<file path="src/rtl/bcd_ascii_streamer.sv">
// Packed-BCD word to ASCII byte streamer: validates nibbles, then emits MSD first plus optional terminator.
// Optional LEAD_ZERO_BLANK_EN: skip leading zero digits (the least significant digit is always sent).
module bcd_ascii_streamer #(
  parameter int         DIGITS      = 4,
  parameter bit         APPEND_TERM = 1'b1,
  parameter logic [7:0] TERM_CHAR   = 8'h0D
) (
  input  logic                clk,
  input  logic                rst_n,
  input  logic                in_valid,
  output logic                in_ready,
  input  logic [4*DIGITS-1:0] in_bcd,
  output logic                out_valid,
  input  logic                out_ready,
  output logic [7:0]          out_char,
  output logic                out_last,
  output logic                err,
  output logic                busy
);
  localparam int W = 4 * DIGITS;

  typedef enum logic [1:0] {IDLE, SEND, TERM} state_t;

  state_t       state_q, state_d;
  logic [W-1:0] word_q, word_d;
  logic [2:0]   idx_q, idx_d;
  logic         out_valid_q, out_valid_d;
  logic [7:0]   out_char_q, out_char_d;
  logic         out_last_q, out_last_d;
  logic         err_q, err_d;

  function automatic logic [3:0] nib(input logic [W-1:0] w, input logic [2:0] i);
    logic [W-1:0] sh;
    sh = w >> {i, 2'b00};
    return sh[3:0];
  endfunction

  logic       all_ok;
  logic [2:0] first_idx;

  always_comb begin
    all_ok = 1'b1;
    for (int i = 0; i < DIGITS; i++)
      if (nib(in_bcd, 3'(i)) > 4'd9) all_ok = 1'b0;
`ifdef LEAD_ZERO_BLANK_EN
    // Highest non-zero digit wins; an all-zero word falls back to digit 0.
    first_idx = 3'd0;
    for (int i = 0; i < DIGITS; i++)
      if (nib(in_bcd, 3'(i)) != 4'd0) first_idx = 3'(i);
`else
    first_idx = 3'(DIGITS - 1);
`endif
  end

  always_comb begin
    state_d     = state_q;
    word_d      = word_q;
    idx_d       = idx_q;
    out_valid_d = out_valid_q;
    out_char_d  = out_char_q;
    out_last_d  = out_last_q;
    err_d       = 1'b0;
    case (state_q)
      IDLE: begin
        if (in_valid) begin
          if (!all_ok) begin
            err_d = 1'b1;
          end else begin
            word_d      = in_bcd;
            idx_d       = first_idx;
            state_d     = SEND;
            out_valid_d = 1'b1;
            out_char_d  = 8'h30 | {4'h0, nib(in_bcd, first_idx)};
            out_last_d  = !APPEND_TERM && (first_idx == 3'd0);
          end
        end
      end
      SEND: begin
        if (out_ready) begin
          if (idx_q != 3'd0) begin
            idx_d      = idx_q - 3'd1;
            out_char_d = 8'h30 | {4'h0, nib(word_q, idx_q - 3'd1)};
            out_last_d = !APPEND_TERM && (idx_q == 3'd1);
          end else if (APPEND_TERM) begin
            state_d    = TERM;
            out_char_d = TERM_CHAR;
            out_last_d = 1'b1;
          end else begin
            state_d     = IDLE;
            out_valid_d = 1'b0;
            out_char_d  = 8'h00;
            out_last_d  = 1'b0;
          end
        end
      end
      TERM: begin
        if (out_ready) begin
          state_d     = IDLE;
          out_valid_d = 1'b0;
          out_char_d  = 8'h00;
          out_last_d  = 1'b0;
        end
      end
      default: state_d = IDLE;
    endcase
  end

  always_ff @(posedge clk or negedge rst_n) begin
    if (!rst_n) begin
      state_q     <= IDLE;
      word_q      <= '0;
      idx_q       <= 3'd0;
      out_valid_q <= 1'b0;
      out_char_q  <= 8'h00;
      out_last_q  <= 1'b0;
      err_q       <= 1'b0;
    end else begin
      state_q     <= state_d;
      word_q      <= word_d;
      idx_q       <= idx_d;
      out_valid_q <= out_valid_d;
      out_char_q  <= out_char_d;
      out_last_q  <= out_last_d;
      err_q       <= err_d;
    end
  end

  assign in_ready  = (state_q == IDLE);
  assign busy      = (state_q != IDLE);
  assign out_valid = out_valid_q;
  assign out_char  = out_char_q;
  assign out_last  = out_last_q;
  assign err       = err_q;
endmodule
</file>
<file path="config.mk">
export PLATFORM = sky130hd
export DESIGN_NAME = bcd_ascii_streamer
export DESIGN_NICKNAME = d
export VERILOG_FILES = /design/src/rtl/bcd_ascii_streamer.sv
export SDC_FILE = /design/constraint.sdc
export NUM_CORES = 1
export LEC_CHECK = 0
export ABC_AREA = 0
export BUFFER_PORTS_ARGS = -buffer_cell sky130_fd_sc_hd__buf_2
export CAP_MARGIN = 20
export CORE_AREA = 2 2 57 59
export DETAILED_ROUTE_END_ITERATION = 7
export DIE_AREA = 0 0 59 61
export PLACE_DENSITY = 0.85
export SLEW_MARGIN = 0
export SYNTH_ARGS = -nofsm -noshare
export SYNTH_HDL_FRONTEND = slang
export SYNTH_SLANG_ARGS = --single-unit
</file>
<file path="constraint.sdc">
create_clock -name clk -period 3.1 [get_ports clk]
set_clock_uncertainty 0.15 [all_clocks]
set_input_delay 0.62 -clock clk [delete_from_list [all_inputs] [get_ports clk]]
set_output_delay 0.62 -clock clk [all_outputs]
set_load 0.05 [all_outputs]
</file>
# Word-level counts from Yosys, hierarchy flattened
# Index checks and enable logic that the tools add are counted.
# W data, S select, Z words.
[totals]
register_bits = 32
latch_bits = 0
ramBits = 0
rom_bits = 0
output_inout_bits = 13
elab_cells = 65
mem_count = 0
[classes]
addsub = 1
mul = 0
n_div = 0
magnitude_cmp = 4
n_eq_ne = 8
shift = 1
n_mux = 33
bitwise_logic = 0
reduce_logical = 11
[ops]
columns = ["operator", "n"]
rows = [
  ["$mux W8", 4],
  ["$pmux W8 S3", 1],
  ["$gt A4 B4 Y1 const B", 4],
  ["$shr A16 B5 Y4", 1],
  ["$reduce_and A5 Y1", 3],
  ["$mux W1", 14],
  ["$mux W3", 4],
  ["$mux W2", 5],
  ["$ne A2 B2 Y1 const B", 5],
  ["$mux W6", 1],
  ["$pmux W2 S3", 1],
  ["$pmux W3 S2", 1],
  ["$reduce_bool A2 Y1", 3],
  ["$reduce_bool A3 Y1", 2],
  ["$reduce_and A4 Y1", 1],
  ["$pmux W1 S3", 1],
  ["$reduce_and A3 Y1", 1],
  ["$sub A3 B1 Y3 const B", 1],
  ["$eq A2 B1 Y1 const B", 1],
  ["$eq A2 B2 Y1 const B", 1],
  ["$logic_not A2 Y1", 1],
  ["$ne A2 B1 Y1 const B", 1],
  ["$pmux W1 S2", 1],
]

# Depth between registers and ports, before layout
# Gate-level depths: netlist (run 1).
[logic_depth]
word_depth = 8
mapped_depth = 9
ltp_nobuf = 7

# Least setup slack after synthesis (run 1)
# OpenSTA, ideal clock, no wires.
[synth_timing]
path_kind = "register to register"
from = "register state_q[0]"
to = "register word_q[10]"
setup_ns = 0.128
t_arrival_ns = 2.416
required_ns = 2.822
setup_slack_ns = 0.406
path_stages_with_launch = 7
synth_period_minus_slack_ns = 2.694
path_cell_list = "dfrtp_1 -> inv_1 -> ha_1 -> inv_1 -> nor3_4 -> buf_4 -> mux2_1"
[synth_via]
elab_chain_cells = 2
[synth_lines]
columns = ["element", "line_no", "rtl"]
rows = [
  ["from (decl)", "24", "state_t state_q, state_d;"],
  ["from (signal assigned)", "118", "state_q <= state_d;"],
  ["$logic_not A2 Y1", "n/a", ""],
  ["via in_ready", "11", "output logic in_ready,"],
  ["$reduce_and A3 Y1 (no line)", "n/a", ""],
  ["to (signal assigned)", "119", "word_q <= word_d;"],
  ["to (decl)", "25", "logic [W-1:0] word_q, word_d;"],
]
# The timed path passes the listed nets, and every way through them passes these cells.
# A chain may end at the register's enable or synchronous reset.

# Worst setup path after layout (run 1)
[layout_timing]
from = "register state_q[0]"
to = "output busy"
[layout_via]
elab_chain_cells = 1
[layout_lines]
columns = ["element", "line_no", "rtl"]
rows = [
  ["$reduce_bool A2 Y1", "129", "assign busy = (state_q != IDLE);"],
  ["to (decl)", "18", "output logic busy"],
]
# Every way passes these cells.

==> flow_summary.json, run 1 <==
{
  "tritoncts": "yes",
  "die_y_um": 61,
  "worst_setup_path_start_kind": "flip-flop",
  "cts.sinks": 29,
  "rows": 20,
  "rsz0062_at_grt": "no",
  "initial_utilization": 0.558,
  "postPlaceCellArea_um2": 1770,
  "die_w_um": 59,
  "drive_gt1_frac": 0.337,
  "netlist_area_um2": 1650,
  "num_io_pins": 33,
  "maxUsedRoutingLayer": "met4",
  "antenna_found_initial": 0,
  "placed_cells": 197,
  "clk_pin_slew_ps": 100,
  "dr.first_iter.drc_count": 58,
  "dp_hpwl_um": 2500,
  "finalNonFillerCells": 205,
  "required_ps": 2330,
  "fin_crit_sh": 0.778,
  "p_clk_frac": 0.210,
  "swShare": 0.393,
  "slew_violations": 0,
  "crit_family": "buffers and inverters",
  "fmax_mhz": 414,
  "grt_pass1_wl_um": 5830,
  "crit_arrival_ps": 1640,
  "worstMarginPinSlew_ps": 741,
  "first_pass_iters": 4,
  "ir_worst_vdd_mv": 0.536,
  "wire_per_inst_um": 16.2,
  "fin_setup_tns_ps": 0,
  "track_usage": 0.221,
  "root_buffer": "clkbuf_4",
  "dp_worst_setup_slack_ps": 625,
  "drv_cap": 0,
  "status": "completed",
  "synth_warnings": 0,
  "cts_setup_buffers": 0,
  "path_cells": "inv_1 -> ha_1 -> inv_1 -> buf_2",
  "syn_inst": 144,
  "slew_headroom": 0.504,
  "p_switching_mw": 0.729,
  "via_per_inst": 5.94,
  "post-route-min-period_ps": 2410,
  "ctsHoldBuffers": 0,
  "die_area_um2": 3600,
  "worst_slack_ps": 687,
  "htree_levels": 2,
  "critPathBufInv": 3,
  "combPwrFrac": 0.447,
  "cts_made_buffers": 5,
  "vias": 1217,
  "grt_max_degree": 30,
  "synth-seq-cells": 29,
  "area_growth_pct": 13.5,
  "place_congestion": 0.855,
  "wl_met1_um": 1400,
  "cp-end-kind": "primary output",
  "power.leakage_nw": 0.842,
  "setup_viol_count_final": 0,
  "powerDensity_nw_per_um2": 991,
  "seqPwrFrac": 0.344,
  "critPathMaxFanout": 8,
  "hold_class": "in -> async",
  "crit_slowest_cell": "dfrtp_1",
  "hold_viol": 0,
  "ys_seq_area_frac": 0.440,
  "num_antenna_cells": 0,
  "critPathMaxStageDelay_ps": 420,
  "grt.overflow.total": 0,
  "ctsLongestPathBuffers": 2,
  "route.met3.wl_um": 165,
  "core-area_um2": 2950,
  "cts_resized": 0,
  "crit_top_cell": "inv_1",
  "num-nets-final": 197,
  "drc": 0,
  "port_buffers": 30,
  "clock_latency_ps": 330,
  "finalInstanceArea_um2": 1870,
  "path_class": "reg -> out",
  "synth_cell_types": 39,
  "grt_pass1_vias": 1261,
  "avgSynthCellArea_um2": 11.5,
  "ant_nets": 0,
  "power.internal_mw": 1.13,
  "wl_met2_um": 1710,
  "postRouteWirelength_um": 3320
}
[Yosys cell counts, drive strengths merged]
cell type	n	area share
a311oi	1	0.0053
o41ai	1	0.017
conb	1	0.0023
and3	1	0.0038
clkbuf	2	0.0046
or2	1	0.0038
o2111ai	3	0.016
nand3	3	0.0091
or3	1	0.0068
nand4	4	0.024
nand4b	1	0.0053
o21a	4	0.018
mux2	16	0.11
mux4	4	0.055
nor2	6	0.014
xnor2	1	0.0053
nand2b	2	0.0076
buf	9	0.041
o31ai	1	0.0046
ha	6	0.046
a22o	1	0.0053
dfrtp	29	0.44
nor3	4	0.019
a31o	1	0.0053
o21ai	11	0.040
a21oi	7	0.021
nor2b	2	0.0076
o21ba	1	0.0099
nand2	5	0.011
inv	10	0.023
a31oi	4	0.015
a21o	1	0.0046
[path summary, 6_finish.rpt]
kind                                  from          to  slack, ps  cells past startpoint
worst max-delay path            state_q[0]        busy        690                      4
min in group clk                 word_q[5]   word_q[5]        340                      1
max in group asynchronous            rst_n  word_q[15]       2240                      1
worst min-delay path                 rst_n  state_q[1]        140                      1
worst max register to register  state_q[0]   word_q[1]        730                      5
worst min register to register   word_q[5]   word_q[5]        340                      1
[sequential cells by signal (all words and copies together) (netlist names)]
| name | cells |
|---|---|
| word_q | 16 |
| out_valid | 1 |
| state_q | 2 |
| idx_q | 3 |
| err | 1 |
| out_char | 5 |
| out_last | 1 |
[metal layers]
metal	up-vias	GRT usage
li1	578	-
met1	592	0.273
met2	42	0.383
met3	5	0.0448
met4	0	0.0877
met5	-	0
[cells in the final DEF (no fill, tap or decap), types with 5 or more instances in the layout]
cell type	instances
inv_1	10
ha_1	6
a21oi_1	7
o21ai_0	5
nand2_1	5
clkbuf_4	5
mux2_1	10
nor2_1	6
dfrtp_1	29
mux2_2	6
buf_2	30
[per-stage QoR]
step                power (mW)  hold WS [ps]   util
floorplan                 1.32           174      -
global placement          1.43           315  0.599
detailed placement        1.47           322  0.599
CTS                       1.86           160  0.634
global route              1.97           181  0.634
finish                    1.85           141  0.634
[cell type report]
cell class | count | area, um2
clock inverter | 3 | 65.1
timing repair buffer | 30 | 150
inverter | 10 | 37.5
sequential | 29 | 726
multi-input combinational | 95 | 815
tap | 33 | 41.3
clock buffer | 5 | 37.5
fill | 244 | 1080
[worst reg2reg max path: stages (launching register included)]
cell and delay [ps]:
dfrtp_1 430, inv_1 100, ha_1 310, inv_1 180, nor3_4 670, mux2_2 420
[power by group through the flow]
stage	clock [mW]	combinational (mW)	sequential, mW
after floorplan	0	0.596	0.721
after global placement	0	0.799	0.632
after detailed placement	0	0.826	0.646
after CTS	0.394	0.831	0.639
after global routing	0.413	0.893	0.660
final	0.389	0.829	0.638
[cells by family after synthesis]
kind of cell	count (synthesis)	share of synthesized area
buffers and inverters	21	0.0683
multiplexers	20	0.164
adder cells (fa/ha/maj)	6	0.0455
other	1	0.00227
XOR/XNOR	1	0.00531
flip-flops	29	0.440
AND/OR/NAND/NOR	30	0.112
AO/OA/AOI/OAI	36	0.162
Power figures use the tool's default switching activity.
==> inputs of run 2 (changes only) <==
- CORE_AREA: 2 2 57 59 -> 2 2 59 61
- DIE_AREA: 0 0 59 61 -> 0 0 61 63
- PLACE_DENSITY: 0.85 -> 0.81
- clock period: 3.1 -> 2.4 ns (I/O delays scaled with it)
==> flow_summary.json, run 2 (synthesized netlist as in run 1, its figures left out) <==
{
  "grt_util_met3": 0.0476,
  "fin_setup_tns_ps": 0,
  "status": "completed",
  "drv_cap": 0,
  "hold_viol": 0,
  "worstMarginPinSlew_ps": 637,
  "ir_worst_vdd_mv": 0.593,
  "crit_arrival_ps": 1470,
  "cts_made_buffers": 5,
  "critPathBufInv": 3,
  "drc": 0,
  "htree_levels": 2,
  "fin_crit_sh": 0.876,
  "critPathMaxStageDelay_ps": 430,
  "initial_utilization": 0.510,
  "nFillCells": 284,
  "rsz0062_at_grt": "no",
  "vias": 1208,
  "fmax_mhz": 476,
  "grt_pass1_vias": 1213,
  "crit_slowest_cell": "dfrtp_1",
  "dr.first_iter.drc_count": 36,
  "area_growth_pct": 14.1,
  "finalNonFillerCells": 221,
  "setup_viol_count_final": 0,
  "postRouteWirelength_um": 3280,
  "cts_resized": 0,
  "gr-usage-met1": 0.265,
  "top_usage_layer": "met2",
  "powerDensity_nw_per_um2": 1180,
  "final_cell_mix": "30 x buf_2, 29 x dfrtp_1, 10 x mux2_1",
  "placed_cells": 215,
  "cts.sinks": 29,
  "crit_family": "buffers and inverters",
  "critPathMaxFanout": 8,
  "slew_violations": 0,
  "port_buffers": 30,
  "grt_pass1_wl_um": 5660,
  "num_io_pins": 33,
  "required_ps": 1770,
  "worst_setup_path_start_kind": "flip-flop",
  "largest_reg_flops": 16,
  "cp-end-kind": "primary output",
  "via_per_inst": 5.47,
  "clock_latency_ps": 320,
  "wire_per_inst_um": 14.9,
  "track_usage": 0.199,
  "hold_class": "in -> async",
  "antenna_found_initial": 0,
  "rows": 21,
  "path_class": "reg -> out",
  "grt.overflow.total": 0,
  "core-area_um2": 3230,
  "die_y_um": 63,
  "ctsLongestPathBuffers": 2,
  "path_cells": "inv_1 -> ha_4 -> clkinvlp_4 -> buf_2",
  "num-nets-final": 202,
  "top_register": "word_q",
  "cts_setup_buffers": 0,
  "ant_nets": 0,
  "dp_hpwl_um": 2510,
  "met2_usage": 0.308,
  "die_area_um2": 3840,
  "place_congestion": 0.862,
  "grt_max_degree": 30,
  "ctsHoldBuffers": 0,
  "power.leakage_nw": 0.832,
  "tritoncts": "yes",
  "die_w_um": 61,
  "num_antenna_cells": 0,
  "clk_pin_slew_ps": 90,
  "first_pass_iters": 4,
  "drive_gt1_frac": 0.360,
  "root_buffer": "clkbuf_4",
  "slew_headroom": 0.575,
  "post-route-min-period_ps": 2100,
  "final_common_cell": "buf_2"
}
## run 2: per-layer routing
metal | wire length, um | up-vias | share of wire
met5 | 0 | - | 0
met4 | 59 | 0 | 0.018
met3 | 144 | 7 | 0.044
met2 | 1630 | 32 | 0.50
met1 | 1450 | 592 | 0.44
li1 | - | 577 | -
## run 2: worst reg2reg max path, delay by kind of cell, from the launching register on
family	cells	cell delay [ps]
AO/OA/AOI/OAI	3	480
adder cells (fa/ha/maj)	1	250
AND/OR/NAND/NOR	2	380
buffers and inverters	2	330
flip-flops	1	410
## run 2: worst paths after layout
check | startpoint | endpoint | slack, ps | cells past startpoint
max | state_q[0] | busy | 300 | 4
min in group clk | in_bcd[8] | word_q[8] | 230 | 2
min reg2reg | word_q[6] | word_q[6] | 340 | 1
min | rst_n | state_q[0] | 20 | 1
max reg2reg | state_q[0] | out_char[1] | 320 | 8
max in group asynchronous | rst_n | word_q[8] | 1650 | 1
## run 2: cell type report
cell class | count | area, um2 | share of cell area
multi-input cells | 95 | 827 | 0.439
well taps | 46 | 57.6 | 0.0306
repair buffers | 35 | 188 | 0.0997
inverters | 10 | 41.3 | 0.0219
clock inverters | 1 | 5.00 | 0.00266
clock buffers | 5 | 37.5 | 0.0199
flip-flops and latches | 29 | 726 | 0.386
## run 2: where the power goes
group,total (mW),switching (mW),internal [mW]
sequential,0.799,0.107,0.693
clock,0.261,0.160,0.101
combinational,1.17,0.669,0.500
## run 2: per-stage QoR
step | utilization | hold slack [ps] | instance area (um2) | setup slack [ps] | power, mW
floorplan | - | 34.4 | 1670 | 71.1 | 1.73
global placement | 0.569 | 315 | 1840 | 335 | 1.93
detailed placement | 0.569 | 321 | 1840 | 205 | 1.98
CTS | 0.582 | 31.8 | 1880 | 276 | 2.24
global route | 0.582 | 55.5 | 1880 | 202 | 2.39
finish | 0.582 | 21.1 | 1880 | 297 | 2.23
